## config.mk

```make
export PLATFORM = sky130hd
export DESIGN_NAME = booth_mul_arbiter
export DESIGN_NICKNAME = d
export VERILOG_FILES = /design/src/rtl/booth_mul_pkg.sv /design/src/rtl/booth_mul_arbiter_rr.sv /design/src/rtl/booth_mul_arbiter.sv
export SDC_FILE = /design/constraint.sdc
export NUM_CORES = 1
export LEC_CHECK = 0
export ABC_AREA = 1
export CORE_MARGIN = 5
export CORE_UTILIZATION = 46
export DETAILED_ROUTE_END_ITERATION = 6
export PLACE_DENSITY = 0.85
export SLEW_MARGIN = 15
export SYNTH_ARGS = -nofsm -noshare
export SYNTH_HDL_FRONTEND = slang
export SYNTH_SLANG_ARGS = --single-unit
```

## constraint.sdc

```tcl
create_clock -name clk -period 2.95 [get_ports clk]
set_input_delay 0.59 -clock clk [delete_from_list [all_inputs] [get_ports clk]]
set_output_delay 0.59 -clock clk [all_outputs]
set_load 0.02 [all_outputs]
```

## src/rtl/booth_mul_pkg.sv

```systemverilog
// rtl/booth_mul_pkg.sv - shared constants for the Booth multiplier arbiter
package booth_mul_pkg;

    localparam int OPW = 4;
    localparam int PW  = 8;

    localparam logic [1:0] ST_IDLE  = 2'd0;
    localparam logic [1:0] ST_ISSUE = 2'd1;
    localparam logic [1:0] ST_BUSY  = 2'd2;
    localparam logic [1:0] ST_RESP  = 2'd3;

    localparam int MUL_START_TO_P = 5;
    // BUSY begins one cycle after start, so its last count lands on start+5
    localparam logic [2:0] BUSY_LAST = 3'(MUL_START_TO_P - 1);

endpackage

```

## src/rtl/booth_mul_arbiter_rr.sv

```systemverilog
// rtl/booth_mul_arbiter_rr.sv - combinational round-robin picker
module rr_arbiter #(
    parameter int N   = 4,
    parameter int IDW = $clog2(N)
) (
    input  logic [N-1:0]   req,
    input  logic [IDW-1:0] last,
    output logic [N-1:0]   grant,
    output logic [IDW-1:0] idx
);

    logic           found;
    logic [IDW-1:0] cand;

    // Scan from the requester after the previous winner, wrapping at N
    always_comb begin
        grant = '0;
        idx   = '0;
        found = 1'b0;
        cand  = '0;
        for (int k = 0; k < N; k++) begin
            cand = IDW'((int'(last) + 1 + k) % N);
            if (!found && req[cand]) begin
                found       = 1'b1;
                grant[cand] = 1'b1;
                idx         = cand;
            end
        end
    end

endmodule

```

## src/rtl/booth_mul_arbiter.sv

```systemverilog
// rtl/booth_mul_arbiter.sv - round-robin front end sharing one Booth multiplier
module booth_mul_arbiter
    import booth_mul_pkg::*;
#(
    parameter int N   = 4,
    parameter int IDW = $clog2(N)
) (
    input  logic               clk,
    input  logic               rst,
    input  logic [N-1:0]       req_valid,
    input  logic [OPW*N-1:0]   req_a,
    input  logic [OPW*N-1:0]   req_b,
    output logic [N-1:0]       req_ready,
    output logic               resp_valid,
    output logic [IDW-1:0]     resp_id,
    output logic [PW-1:0]      resp_p,
    output logic               busy,
    output logic               mul_rst_n,
    output logic               mul_start,
    output logic [OPW-1:0]     mul_a,
    output logic [OPW-1:0]     mul_b,
    input  logic [PW-1:0]      mul_p
);

    logic [1:0]     state;
    logic [2:0]     cnt;
    logic [IDW-1:0] last;
    logic [IDW-1:0] cur_id;
    logic [N-1:0]   arb_req;
    logic [N-1:0]   grant;
    logic [IDW-1:0] gidx;
    logic           accept;
    logic [OPW-1:0] sel_a;
    logic [OPW-1:0] sel_b;

    // Grants only from IDLE and never while reset is held
    assign arb_req = (state == ST_IDLE && !rst) ? req_valid : '0;

    rr_arbiter #(.N(N), .IDW(IDW)) u_rr (
        .req   (arb_req),
        .last  (last),
        .grant (grant),
        .idx   (gidx)
    );

    assign req_ready  = grant;
    assign accept     = |grant;
    assign busy       = (state != ST_IDLE) || accept;
    assign mul_start  = (state == ST_ISSUE);
    assign resp_valid = (state == ST_RESP);
    assign mul_rst_n  = ~rst;

    always_comb begin
        sel_a = '0;
        sel_b = '0;
        for (int i = 0; i < N; i++) begin
            if (grant[i]) begin
                sel_a = req_a[i*OPW +: OPW];
                sel_b = req_b[i*OPW +: OPW];
            end
        end
    end

    always_ff @(posedge clk) begin
        if (rst) begin
            state   <= ST_IDLE;
            cnt     <= '0;
            last    <= IDW'(N - 1);
            cur_id  <= '0;
            resp_id <= '0;
            resp_p  <= '0;
            mul_a   <= '0;
            mul_b   <= '0;
        end else begin
            case (state)
                ST_IDLE: begin
                    if (accept) begin
                        mul_a  <= sel_a;
                        mul_b  <= sel_b;
                        cur_id <= gidx;
                        state  <= ST_ISSUE;
                    end
                end
                ST_ISSUE: begin
                    cnt   <= '0;
                    state <= ST_BUSY;
                end
                ST_BUSY: begin
                    if (cnt == BUSY_LAST) begin
                        resp_p  <= mul_p;
                        resp_id <= cur_id;
                        state   <= ST_RESP;
                    end else begin
                        cnt <= cnt + 3'd1;
                    end
                end
                ST_RESP: begin
                    last  <= cur_id;
                    state <= ST_IDLE;
                end
                default: state <= ST_IDLE;
            endcase
        end
    end

endmodule

```

Word level (Yosys, flattened, before mapping)
Cells that the tools add are included. W data, S select, Z words.

Register bits after elaboration: 27. Input bits: 46. Output and inout port bits: 26. Word-level logic and storage cells: 94.

$add $sub $neg: 5. Order comparisons: 8. Eq/ne operators: 7. Mux-type cells: 41. Bitwise logic cells: 4. Reduce and logical (&&, ||, !) cells: 21.

Operators by type and width (number): $mux W4 (13); $lt A2 B3 Y1 const B (4); $mux W2 (6); $or A4 B4 Y4 (3); $mux W1 (11); $bmux W1 S2 (4); $demux W1 S2 (4); $ge A2 B1 Y1 const B (4); $logic_and A1 B1 Y1 (8); $pmux W2 S4 (1); $reduce_and A2 Y1 (4); $ne A2 B2 Y1 const B (3); $pmux W3 S2 (1); $add A2 B1 Y2 const B (2); $add A2 B2 Y2 const B (2); $eq A2 B2 Y1 const B (2); $logic_not A1 Y1 (4); $reduce_bool A2 Y1 (2); $reduce_or A4 Y1 (1); $add A3 B1 Y3 const B (1); $eq A3 B3 Y1 const B (1); $mux W3 (1); $eq A2 B1 Y1 const B (1); $logic_not A2 Y1 (1); other kinds (2) (2).

Longest topological paths before layout
Gate-level depths: netlist of run 1.

Word-level depth: 19. Depth in mapped cells: 18. Gate-level depth less buffers: 16.

Cells and area by module
Synthesis of run 1 repeated with hierarchy kept, for this count alone.

Cells, all modules: 287. Area, all modules: 1906.8 µm².

By module, submodules not included: booth_mul_arbiter (times used 1, cells each 212, area each 1461.4 µm², sequential area each 540.5 µm²); rr_arbiter (times used 1, cells each 75, area each 445.4 µm², sequential area each 0.0 µm²).

Worst setup path before layout of run 1
OpenSTA, ideal clock, no wires.

Path type: register -> output. Start point: register last[0]. End point: output busy. Arrival time: 2.107 ns. Required time: 2.360 ns. Setup slack: 0.253 ns. Stages on the path, launching flop included: 11. Path buffers: 0. Cell sequence: dfxtp_1 -> inv_2 -> ha_1 -> inv_1 -> nand3_1 -> nand2_2 -> nor2_4 -> nand3_1 -> nand3_4 -> nor2_8 -> nand3_2.

Cells in the longest elaborated chain, start to end: 15. Elaborated cells between the ends (all ways): 50. Those cells by class: 4 x add/sub; 8 x order compare; 23 x mux; 3 x bitwise; 12 x reduce/logical.

Ends and longest elaborated chain: start, declared (line booth_mul_arbiter.sv:27) `logic [IDW-1:0] last;`; start signal, assigned (line booth_mul_arbiter.sv:68) `last <= IDW'(N - 1);`; start signal, assigned (line booth_mul_arbiter.sv:98) `last <= cur_id;`; $add A2 B1 Y2 * (line booth_mul_arbiter_rr.sv:22) `cand = IDW'((int'(last) + 1 + k) % N);`; parallel branches: the longest is 11 deep, another holds $lt A2 B3 Y1; $mux W4 * (line booth_mul_arbiter_rr.sv:23) `if (!found && req[cand]) begin`; named net req_ready[0] (line booth_mul_arbiter.sv:13) `output logic [N-1:0] req_ready,`; $reduce_or A4 Y1 * (line booth_mul_arbiter.sv:47) `assign accept = |grant;`; $logic_or A1 B1 Y1 * (line booth_mul_arbiter.sv:48) `assign busy = (state != ST_IDLE) || accept;`; end, declared (line booth_mul_arbiter.sv:17) `output logic busy,`.

Mark *: on every way through the listed nets, which the timed path passes. The select of a mux whose other input is x is not followed.

Final worst setup path of run 1
Start point: input req_valid[1]. End point: output busy.

Cells in the longest elaborated chain, start to end: 15. Elaborated cells between the ends (all ways): 27. Those cells by class: 16 x mux; 3 x bitwise; 8 x reduce/logical.

Ends and longest elaborated chain: start, declared (line booth_mul_arbiter.sv:10) `input logic [N-1:0] req_valid,`; $mux W4 * (line booth_mul_arbiter.sv:37) `assign arb_req = (state == ST_IDLE && !rst) ? req_valid : '0;`; $bmux W1 S2 (line booth_mul_arbiter_rr.sv:23); $mux W1 (not written as such) (line booth_mul_arbiter_rr.sv:23); $mux W1 (line booth_mul_arbiter_rr.sv:23); $logic_not A1 Y1 (line booth_mul_arbiter_rr.sv:23); $logic_and A1 B1 Y1 (line booth_mul_arbiter_rr.sv:23); $mux W1 (line booth_mul_arbiter_rr.sv:23); $logic_not A1 Y1 (line booth_mul_arbiter_rr.sv:23); $logic_and A1 B1 Y1 (line booth_mul_arbiter_rr.sv:23); $mux W1 (line booth_mul_arbiter_rr.sv:23); $logic_not A1 Y1 (line booth_mul_arbiter_rr.sv:23); $logic_and A1 B1 Y1 (line booth_mul_arbiter_rr.sv:23); $mux W4 * (line booth_mul_arbiter_rr.sv:23); $reduce_or A4 Y1 * (line booth_mul_arbiter.sv:47); $logic_or A1 B1 Y1 * (line booth_mul_arbiter.sv:48).

Mark *: on every way between the ends. The rest lies on a longest branch, timed or not. The select of a mux whose other input is x is not followed.

==> impl_metrics.yaml, run 1 <==
placement:
  gp_congestion: 0.9087
  place_inst: 443
  post-dp-hpwl_mm: 4.712
  port_buffers: 71
  pre_cts_ws_ns: -0.5548
  place_area_um2: 3107
power_and_ir_drop:
  power.share.clock_pct: 7.3
  p_sw_uw: 1384
  ir_drop_v: 0.0006500
  p_leak_uw: 0.001470
  seqPwrFrac_pct: 16.6
  swShare_pct: 47.56
  p_int_uw: 1526
  combPwrFrac_pct: 76.0
  powerDensity_nw_per_um2: 885.9
synthesis:
  yosysWarningCount: 0
  avgSynthCellArea_um2: 7.315
  ys_ff_latch: 27
  synth.area.mux_share_pct: 0
  syn-num-nets: 347
  synth_enable_flop_cells: 0
  yosys.area_share.simple_pct: 35.58
  synth-main-ff-cell: "dfxtp_1"
  synth_top_family_by_area: "simple AND/OR/NAND/NOR gates"
  synth_compound_area_share_pct: 20.02
  synth_fa_ha_area_share_pct: 8.343
  async_flop_share_pct: 0
  ys_types: 32
  synthCells: 287
  synth_xor_area_share_pct: 0.4172
  syn_area_um2: 2100
  yosysSeqAreaShare_pct: 25.74
setup_path:
  arrival_ns: 2.30
  worstReg2RegStart: "last[1]"
  cp.required_ns: 2.36
  end_kind: "output pin"
  path_class: "primary input to output pin"
  setup.worst_path.start_class: "primary input"
  critPathLaunch: "req_valid[1]"
  crit_fanout: 5
detailed_routing:
  wl_per_cell_um: 13.99
  drt-pass1-iter-count: 4
  drt-total-wl_mm: 6.364
  drtIter0Drc: 125
  vias: 2363
  drc_errors: 0
  viasPerCell: 5.193
  ant_nets: 0
cts:
  cts.path.max_buffers: 2
  cts-root-buf: "clkbuf_8"
  clk_pin_slew_ns: 0.10
  cts_sinks: 27
  cts_tree: "built"
  clk-insertion-delay-late_ns: 0.28
  htreeDepth: 1
  hold_buffers: 0
  cts_made_buffers: 3
floorplan:
  dieArea_um2: 6016
  row_count: 24
  coreArea_um2: 4384
  initial_core_util_pct: 47.89
  die_y_um: 77.56
  die_w_um: 77.56
  ios: 72
timing:
  final_hold_viol_count: 0
  fin_crit_ns: 2.894
  fin_ws_ns: 0.05614
  period_share_pct: 98.10
  setup_violations: 0
  slew_viol_final: 0
  clock.fmax_ghz: 0.3456
  tightest_slew_ns: 0.4779
  rsz0062_at_grt: "true"
  fin_worst_skew_ns: 0.007298
  max-slew-margin-rel_pct: 68.05
finish:
  fin_cells: 455
  syn_to_final_growth_pct: 56.44
  nNetsFinal: 464
  diodes: 0
  post-route-cell-area_um2: 3284
  drive_gt1_share_pct: 28.29
job:
  drv_cap: 0
grt:
  grt_overflow_total: 0
  antenna_found_initial: 0
  grt_pass1_wl_mm: 10.25
  grt_usage_pct: 20.09
  grt_max_degree: 17
  first_global_vias: 2383
worst_hold_path:
  hold_class: "register to register"
  hold_path.startpoint: "resp_p[4]"
status:
  status: "completed"
[kinds of logic (layout without fill, tap and decap cells)]
family,count (synthesis),in the layout
flops,27,27
xor+xnor,1,1
fa+ha+maj,14,14
simple gates,140,140
buf+inv,38,154
compound gates,67,67
[worst paths after layout]
path	end	slack, ns	cells past startpoint
min	resp_p[4]	0.47	2
max	busy	0.06	14
max reg2reg	mul_b[1]	0.49	16
min reg2reg	resp_p[4]	0.47	2
[cells in the final DEF (no fill, tap or decap), types with 2 or more instances in the layout]
| master | n |
|---|---|
| dlymetal6s2s_1 | 3 |
| clkbuf_8 | 3 |
| o21ai_0 | 5 |
| inv_4 | 2 |
| nand4_1 | 4 |
| buf_4 | 51 |
| nand3_4 | 6 |
| o21ai_2 | 8 |
| nand2_4 | 5 |
| dfxtp_1 | 26 |
| a21oi_1 | 36 |
| nand3_2 | 10 |
| nor2_8 | 2 |
| nor2_1 | 8 |
| nand2_1 | 72 |
| buf_2 | 4 |
| ha_1 | 12 |
| inv_1 | 20 |
| inv_2 | 2 |
| a21boi_0 | 8 |
| ha_2 | 2 |
| nand2_2 | 3 |
| nand3_1 | 26 |
| a21oi_2 | 7 |
| clkinv_2 | 3 |
| clkdlybuf4s50_1 | 62 |
| nor2_4 | 2 |
[routing by layer]
layer / track usage (%) / up-vias / share of wire, %
li1: - / 1189 / -
met1: 22.31 / 1077 / 42
met2: 37.29 / 83 / 49
met3: 5.903 / 14 / 7.0
met4: 4.811 / 0 / 1.6
met5: 0 / - / 0
[worst max-delay path, cell delays in order]
cell             delay [ns]
clkdlybuf4s50_1        0.51
nand3_2                0.10
nand2_2                0.11
nand3_2                0.09
nand2_4                0.08
buf_4                  0.13
nor2_1                 0.05
nand2_1                0.05
nand2_1                0.06
inv_2                  0.07
nand3_4                0.10
nor2_8                 0.11
nand3_4                0.11
buf_6                  0.15
[state kept, by name, summed over array words and instances, names as in the netlist]
register  cells
resp_id       2
state         2
resp_p        8
last          2
cur_id        2
cnt           3
mul_a         4
mul_b         4
[what timing repair did]
item / CTS / global route
endpoints found under the setup margin: 5 / 5
gates resized for setup: 26 / 20
buffers inserted: 4 / 4
pin swaps: 3 / 4
cloned: 0 / 0
[through the flow]
step                      hold WS (ns)  power (uW)  TNS (ns)  util (%)
after floorplan                 0.4577        1816         0         -
after global placement          0.4511        2419    -2.380     70.86
after detailed placement        0.4554        2463    -2.530     70.86
after CTS                       0.4700        2768         0     73.23
after global routing            0.4876        3128  -0.02231     74.91
final                           0.4724        2910         0     74.91
[power by group through the flow]
stage / Sequential (uW) / Combinational (uW) / Clock [uW]
after CTS: 483 / 2070 / 215
after detailed placement: 491 / 1970 / 0
after global placement: 489 / 1930 / 0
final: 483 / 2210 / 214
after global routing: 490 / 2410 / 231
after floorplan: 535 / 1280 / 0
[Yosys cell counts (3+ instances only)]
master / number / area [um^2]
nand2_1: 75 / 281.5
a21oi_1: 36 / 180.2
nand3_1: 28 / 140.1
dfxtp_1: 27 / 540.5
inv_1: 21 / 78.83
ha_1: 14 / 175.2
nand3_2: 11 / 110.1
nor2_1: 9 / 33.78
a21boi_0: 8 / 60.06
o21ai_2: 8 / 70.07
a21oi_2: 7 / 61.31
buf_6: 5 / 56.30
o21ai_0: 5 / 25.02
nand2_2: 4 / 25.02
nand4_1: 4 / 25.02
nand3_4: 3 / 52.55
[layout make-up]
class                           count  area, um^2
Clock inverter                      1       5.005
Clock buffer                        3       41.29
Fill cell                         318        1100
Sequential cell                    27       544.3
Tap cell                           52       65.06
Timing Repair Buffer              123        1101
Inverter                           27       108.9
Multi-Input combinational cell    222        1419
Power figures use the tool's default switching activity.
==> inputs of run 2 (changes only) <==
CORE_UTILIZATION = 44   (was 46)
PLACE_DENSITY = 0.84   (was 0.85)
SYNTH_HIERARCHICAL = 1   (was unset)
==> run 2 against run 1 <==
Critical endpoint is now req_ready[1]. Die area fell by 4.4%. Register-to-register slack got worse by 0.07 ns. Design area fell by 7.2%. Synthesized cell count unchanged.
==> impl_metrics.yaml, run 2 <==
timing:
  fin_worst_skew_ns: 0.005674
  clock.fmax_ghz: 0.3522
  setup_tns_ns: 0
  setup_violations: 0
  fin_ws_ns: 0.1108
  final_hold_viol_count: 0
  tightest_slew_ns: 0.2621
  max-slew-margin-rel_pct: 82.53
  period_share_pct: 96.24
  fin_crit_ns: 2.839
  slew_viol_final: 0
setup_path:
  path_class: "register to output pin"
  arrival_ns: 2.25
  crit_fanout: 10
  setup.worst_path.start_class: "register"
  reg2reg_depth: 19
  end_kind: "output pin"
  worstReg2RegStart: "state[1]"
  cp.required_ns: 2.36
  ff2ff_setup_slack_ns: 0.42
  r2r-end: "mul_a[0]"
synthesis:
  yosysTopAreaCell: "dfxtp_1"
  synthTopCellsByCount: "nand2_1, a21oi_1, dfxtp_1, nand3_1, inv_1"
  synth_top_area_share_pct: 28.35
  yosysSeqAreaShare_pct: 28.35
  async_flop_share_pct: 0
  yosysMostFrequentCell: "nand2_1"
  synthCells: 287
  syn_area_um2: 1907
  yosysWarningCount: 6
  synth_enable_flop_cells: 0
  ys_types: 24
  synth_area_leaders: "dfxtp_1, nand2_1, a21oi_1, ha_1, nand3_1"
  syn-num-nets: 345
  synth-main-ff-cell: "dfxtp_1"
  ys_ff_latch: 27
  avgSynthCellArea_um2: 6.644
finish:
  largest_reg_flops: 8
  reg_top3: "resp_p x8, mul_a x4, mul_b x4"
  regMostFlops: "resp_p"
  post-route-cell-area_um2: 3048
  syn_to_final_growth_pct: 59.84
  fin_cells: 440
  nNetsFinal: 447
  drive_gt1_share_pct: 25.26
  diodes: 0
  final_common_cell: "nand2_1"
  final_cell_mix: "nand2_1, clkdlybuf4s50_1, a21oi_1"
job:
  drv_cap: 0
floorplan:
  initial_core_util_pct: 44.72
  die_w_um: 75.83
  die_y_um: 75.83
  row_count: 24
  coreArea_um2: 4264
  dieArea_um2: 5750
  ios: 72
power_and_ir_drop:
  power_uw: 2350
  combPwrFrac_pct: 71.2
  swShare_pct: 45.56
  seqPwrFrac_pct: 19.9
  powerDensity_nw_per_um2: 770.9
  p_int_uw: 1279
  ir_drop_v: 0.0006296
  p_sw_uw: 1070
  power.share.clock_pct: 8.9
  p_leak_uw: 0.001407
placement:
  pre_cts_ws_ns: -0.6353
  post-dp-hpwl_mm: 4.457
  place_inst: 424
  place_area_um2: 2794
  port_buffers: 71
  gp_congestion: 0.8381
grt:
  antenna_found_initial: 0
  grt_overflow_total: 0
  grt_pass1_wl_mm: 8.825
  first_global_vias: 2060
  grt_max_degree: 21
  grt_usage_pct: 19.32
detailed_routing:
  vias: 2232
  ant_nets: 0
  drt-total-wl_mm: 5.953
  drc_errors: 0
  drt-pass1-iter-count: 4
  drtIter0Drc: 102
  viasPerCell: 5.073
  wl_per_cell_um: 13.53
cts:
  clk_pin_slew_ns: 0.09
  clk-insertion-delay-late_ns: 0.27
  cts_sinks: 27
  cts.path.max_buffers: 2
  htreeDepth: 1
  cts_tree: "built"
  cts_made_buffers: 3
  cts-root-buf: "clkbuf_8"
  hold_buffers: 0
worst_hold_path:
  hold_path.startpoint: "resp_p[2]"
  min_to: "resp_p[2]"
  hold_class: "register to register"
  whs_path_depth: 2
status:
  status: "completed"
## run 2: cell types whose count changed after synthesis, sizes merged, moves of 2 or more
cell    previous run  this run
a21boi             8         0
buf                9         7
clkinv             3         1
ha                14        12
nand2             80        97
nand3             42        26
nor2              13        30
o211ai             0         2
o21ai             13         8
## run 2: layer usage
layer,GRT usage [%],up-vias,part of all wire (%)
met1,23.78,1020,41
li1,-,1129,-
met2,34.89,74,51
met4,3.107,0,1.1
met3,4.090,9,7.4
met5,0,-,0
## run 2: power groups by stage
stage               Clock (uW)  Sequential (uW)  Combinational, uW
global route               232              474               1830
detailed placement           0              475               1470
global placement             0              472               1440
finish                     210              467               1670
floorplan                    0              525                902
CTS                        215              467               1560
## run 2: worst max-delay path by stage
| stage | start | endpoint | slack (ns) | depth (start not counted) |
|---|---|---|---|---|
| after CTS | rst | busy | -0.07 | 14 |
| after global routing | state[1] | busy | -0.005 | 14 |
| after global placement | rst | busy | -0.57 | 14 |
| after detailed placement | rst | busy | -0.64 | 13 |
| final | state[1] | req_ready[1] | 0.11 | 14 |
| after floorplan | rst | busy | 0.11 | 13 |
## run 2: worst max-delay path, cell delays in order, from the launching register on
cell	delay [ns]
dfxtp_1	0.32
inv_1	0.09
ha_2	0.22
nand2_4	0.10
nor2_4	0.14
nand2_2	0.08
nand2_4	0.09
nand2_4	0.07
nand2_4	0.08
nor2_4	0.07
a21oi_2	0.17
nand3_2	0.12
buf_6	0.14
buf_6	0.13
buf_4	0.15
## run 2: layout make-up
type / count / area, um^2
clock buffers: 3 / 41.29
fillers: 338 / 1216
inverters: 25 / 95.09
flip-flops and latches: 27 / 540.5
multi-input cells: 226 / 1299
well taps: 52 / 65.06
clock inverters: 1 / 7.507
repair buffers: 106 / 999.7
## run 2: logic make-up after synthesis
group | Yosys count | synth area share [%]
fa+ha+maj | 12 | 7.874
buf+inv | 34 | 8.858
compound gates | 55 | 15.09
flops | 27 | 28.35
simple gates | 159 | 39.83
## run 2: stage by stage
step | hold slack (ns) | utilization, %
CTS | 0.4728 | 68.69
global placement | 0.4505 | 65.52
finish | 0.4692 | 71.48
detailed placement | 0.4581 | 65.52
global route | 0.4902 | 71.48
floorplan | 0.4504 | -
## run 2: what timing repair did
action                                  in CTS  in global routing
endpoints found under the hold margin        0                  0
pin swaps                                    7                 19
buffers inserted                             4                  8
resized for setup                           41                 21
endpoints found under the setup margin       5                  5
==> inputs of run 3 (changes only) <==
CORE_UTILIZATION = 48   (was 44)
PLACE_DENSITY = 0.9   (was 0.84)
clock period = 3.4 ns   (was 2.95 ns; I/O delays follow)
==> run 3 against run 2 <==
Non-clock buffer count shrank 14. Clock skew shrank 0.0042 ns. First-iteration DRC count shrank 13%. Flip-flop and latch count is the same. Sequential power shrank 12%. Clock power shrank 13%. Wire length shrank 6.3%. Critical path type is now primary input to output pin. Critical endpoint is now req_ready[3]. Highest routed layer unchanged.
==> impl_metrics.yaml, run 3 (same netlist as run 2, synthesis figures left out) <==
status:
  status: "completed"
finish:
  final_cell_mix: "nand2_1, clkdlybuf4s50_1, a21oi_1"
  diodes: 0
  post-route-cell-area_um2: 2800
  nNetsFinal: 433
  reg_top3: "resp_p x8, mul_a x4, mul_b x4"
  final_common_cell: "nand2_1"
  fin_util_pct: 71.55
  syn_to_final_growth_pct: 46.85
  drive_gt1_share_pct: 16.84
  fillers: 329
  largest_reg_flops: 8
  regMostFlops: "resp_p"
floorplan:
  initial_core_util_pct: 48.72
  dieArea_um2: 5333
  coreArea_um2: 3914
  ios: 72
  die_w_um: 73.03
  die_y_um: 73.03
  row_count: 23
timing:
  period_share_pct: 97.62
  tightest_slew_ns: 0.4444
  slew_viol_final: 0
  setup_tns_ns: 0
  rsz0062_at_grt: "true"
  max-slew-margin-rel_pct: 70.27
  clock.fmax_ghz: 0.3013
  fin_ws_ns: 0.08102
  fin_crit_ns: 3.319
  fin_worst_skew_ns: 0.001489
  hold_ws_ns: 0.4683
  setup_violations: 0
  final_hold_viol_count: 0
power_and_ir_drop:
  p_sw_uw: 858.3
  combPwrFrac_pct: 67.3
  powerDensity_nw_per_um2: 649.7
  power.share.clock_pct: 10.1
  seqPwrFrac_pct: 22.7
  ir_drop_v: 0.0004968
  p_leak_uw: 0.001252
  swShare_pct: 47.18
  p_int_uw: 961.0
cts:
  htreeDepth: 1
  cts-root-buf: "clkbuf_8"
  clk-insertion-delay-late_ns: 0.27
  hold_buffers: 0
  cts.path.max_buffers: 2
  cts_tree: "built"
  cts_made_buffers: 3
  clk_pin_slew_ns: 0.09
  cts_sinks: 27
setup_path:
  cp_slowest_stage_delay_ns: 0.48
  cp.required_ns: 2.72
  end_kind: "output pin"
  critPathBufInv: 4
  arrival_ns: 2.64
  crit_chain: "clkdlybuf4s50_1 -> clkinv_1 -> nand2_2 -> nor2_1 -> nand2_1 -> nand2_1 -> nand2_1 -> nand2_2 -> nor2_4 -> nand3_1 -> nand3_1 -> buf_4 -> dlygate4sd2_1"
  worstReg2RegStart: "last[0]"
  critPathLaunch: "rst"
  crit_family: "buffers and inverters"
  slowest_stage: "clkdlybuf4s50_1"
  crit_fanout: 5
  setup.worst_path.start_class: "primary input"
  path_class: "primary input to output pin"
  cpMostUsedCell: "nand2_1"
grt:
  grt_pass1_wl_mm: 9.273
  grt_overflow_total: 0
  grt_max_degree: 21
  first_global_vias: 2209
  grt_usage_pct: 21.37
  antenna_found_initial: 0
worst_hold_path:
  hold_class: "register to register"
  hold_path.startpoint: "resp_p[3]"
detailed_routing:
  viasPerCell: 5.085
  wl_per_cell_um: 13.15
  ant_nets: 0
  drt-total-wl_mm: 5.576
  drt-pass1-iter-count: 4
  drtIter0Drc: 89
  vias: 2156
  drc_errors: 0
placement:
  pre_cts_ws_ns: -0.3540
  place_area_um2: 2755
  port_buffers: 71
  post-dp-hpwl_mm: 4.516
  gp_congestion: 0.9132
job:
  drv_cap: 0
run 3: cell count changes in the layout (fill, tap and decap cells not counted), moves of 4 or more:
cell	before	now
clkdlybuf4s50_1	61	66
nor2_4	8	4
a21oi_1	40	44
a21oi_2	4	0
inv_2	8	4
dlymetal6s2s_1	5	0
buf_4	32	21
nand3_1	20	24
buf_6	5	0
inv_1	16	20
run 3: final timing paths:
check | depth (start not counted) | slack (ns) | to
worst max-delay path | 13 | 0.08 | req_ready[3]
worst min-delay path | 2 | 0.47 | resp_p[3]
worst max register to register | 13 | 0.73 | mul_b[1]
worst min register to register | 2 | 0.47 | resp_p[3]
run 3: area by class of cell:
class | instances | area, um^2 | share of cell area (%)
Clock buffer | 3 | 41.29 | 1.475
Inverter | 25 | 93.84 | 3.351
Tap cell | 50 | 62.56 | 2.234
Sequential cell | 27 | 540.5 | 19.30
Clock inverter | 1 | 7.507 | 0.2681
Multi-Input combinational cell | 226 | 1207 | 43.12
Timing Repair Buffer | 92 | 847.1 | 30.25
run 3: worst reg2reg max path, cell delays in order (launching register included):
cell	delay, ns
dfxtp_1	0.48
inv_2	0.07
buf_4	0.18
ha_1	0.24
o21ai_0	0.25
nand2_1	0.18
nand4_1	0.11
nand3_1	0.15
nor2_4	0.16
buf_4	0.12
nand2_2	0.04
nand2_2	0.33
nand2_1	0.12
a21oi_1	0.17
run 3: timing repair:
action	4_1_cts	5_1_grt
setup endpoints to repair	5	5
buffers inserted	0	1
pin swaps	0	1
resized for setup	9	8
run 3: power by group through the flow:
stage / logic (uW) / clock network, uW / registers [uW]
after floorplan: 783 / 0 / 455
after global placement: 1190 / 0 / 416
after detailed placement: 1230 / 0 / 420
after CTS: 1230 / 186 / 413
after global routing: 1360 / 201 / 422
final: 1220 / 183 / 412
run 3: metrics by stage:
step | cells | total power, uW
6_report | 424 | 1819
5_1_grt | 424 | 1980
4_1_cts | 423 | 1825
3_5_place_dp | 419 | 1654
3_3_place_gp | 419 | 1609
2_1_floorplan | 287 | 1238
run 3: metal layers:
metal / global-route usage (%) / part of all wire, % / vias to the layer above
met5: 0 / 0 / -
met4: 7.787 / 2.2 / 0
met3: 3.994 / 7.5 / 14
met2: 38.53 / 49 / 78
met1: 24.81 / 41 / 959
li1: - / - / 1105
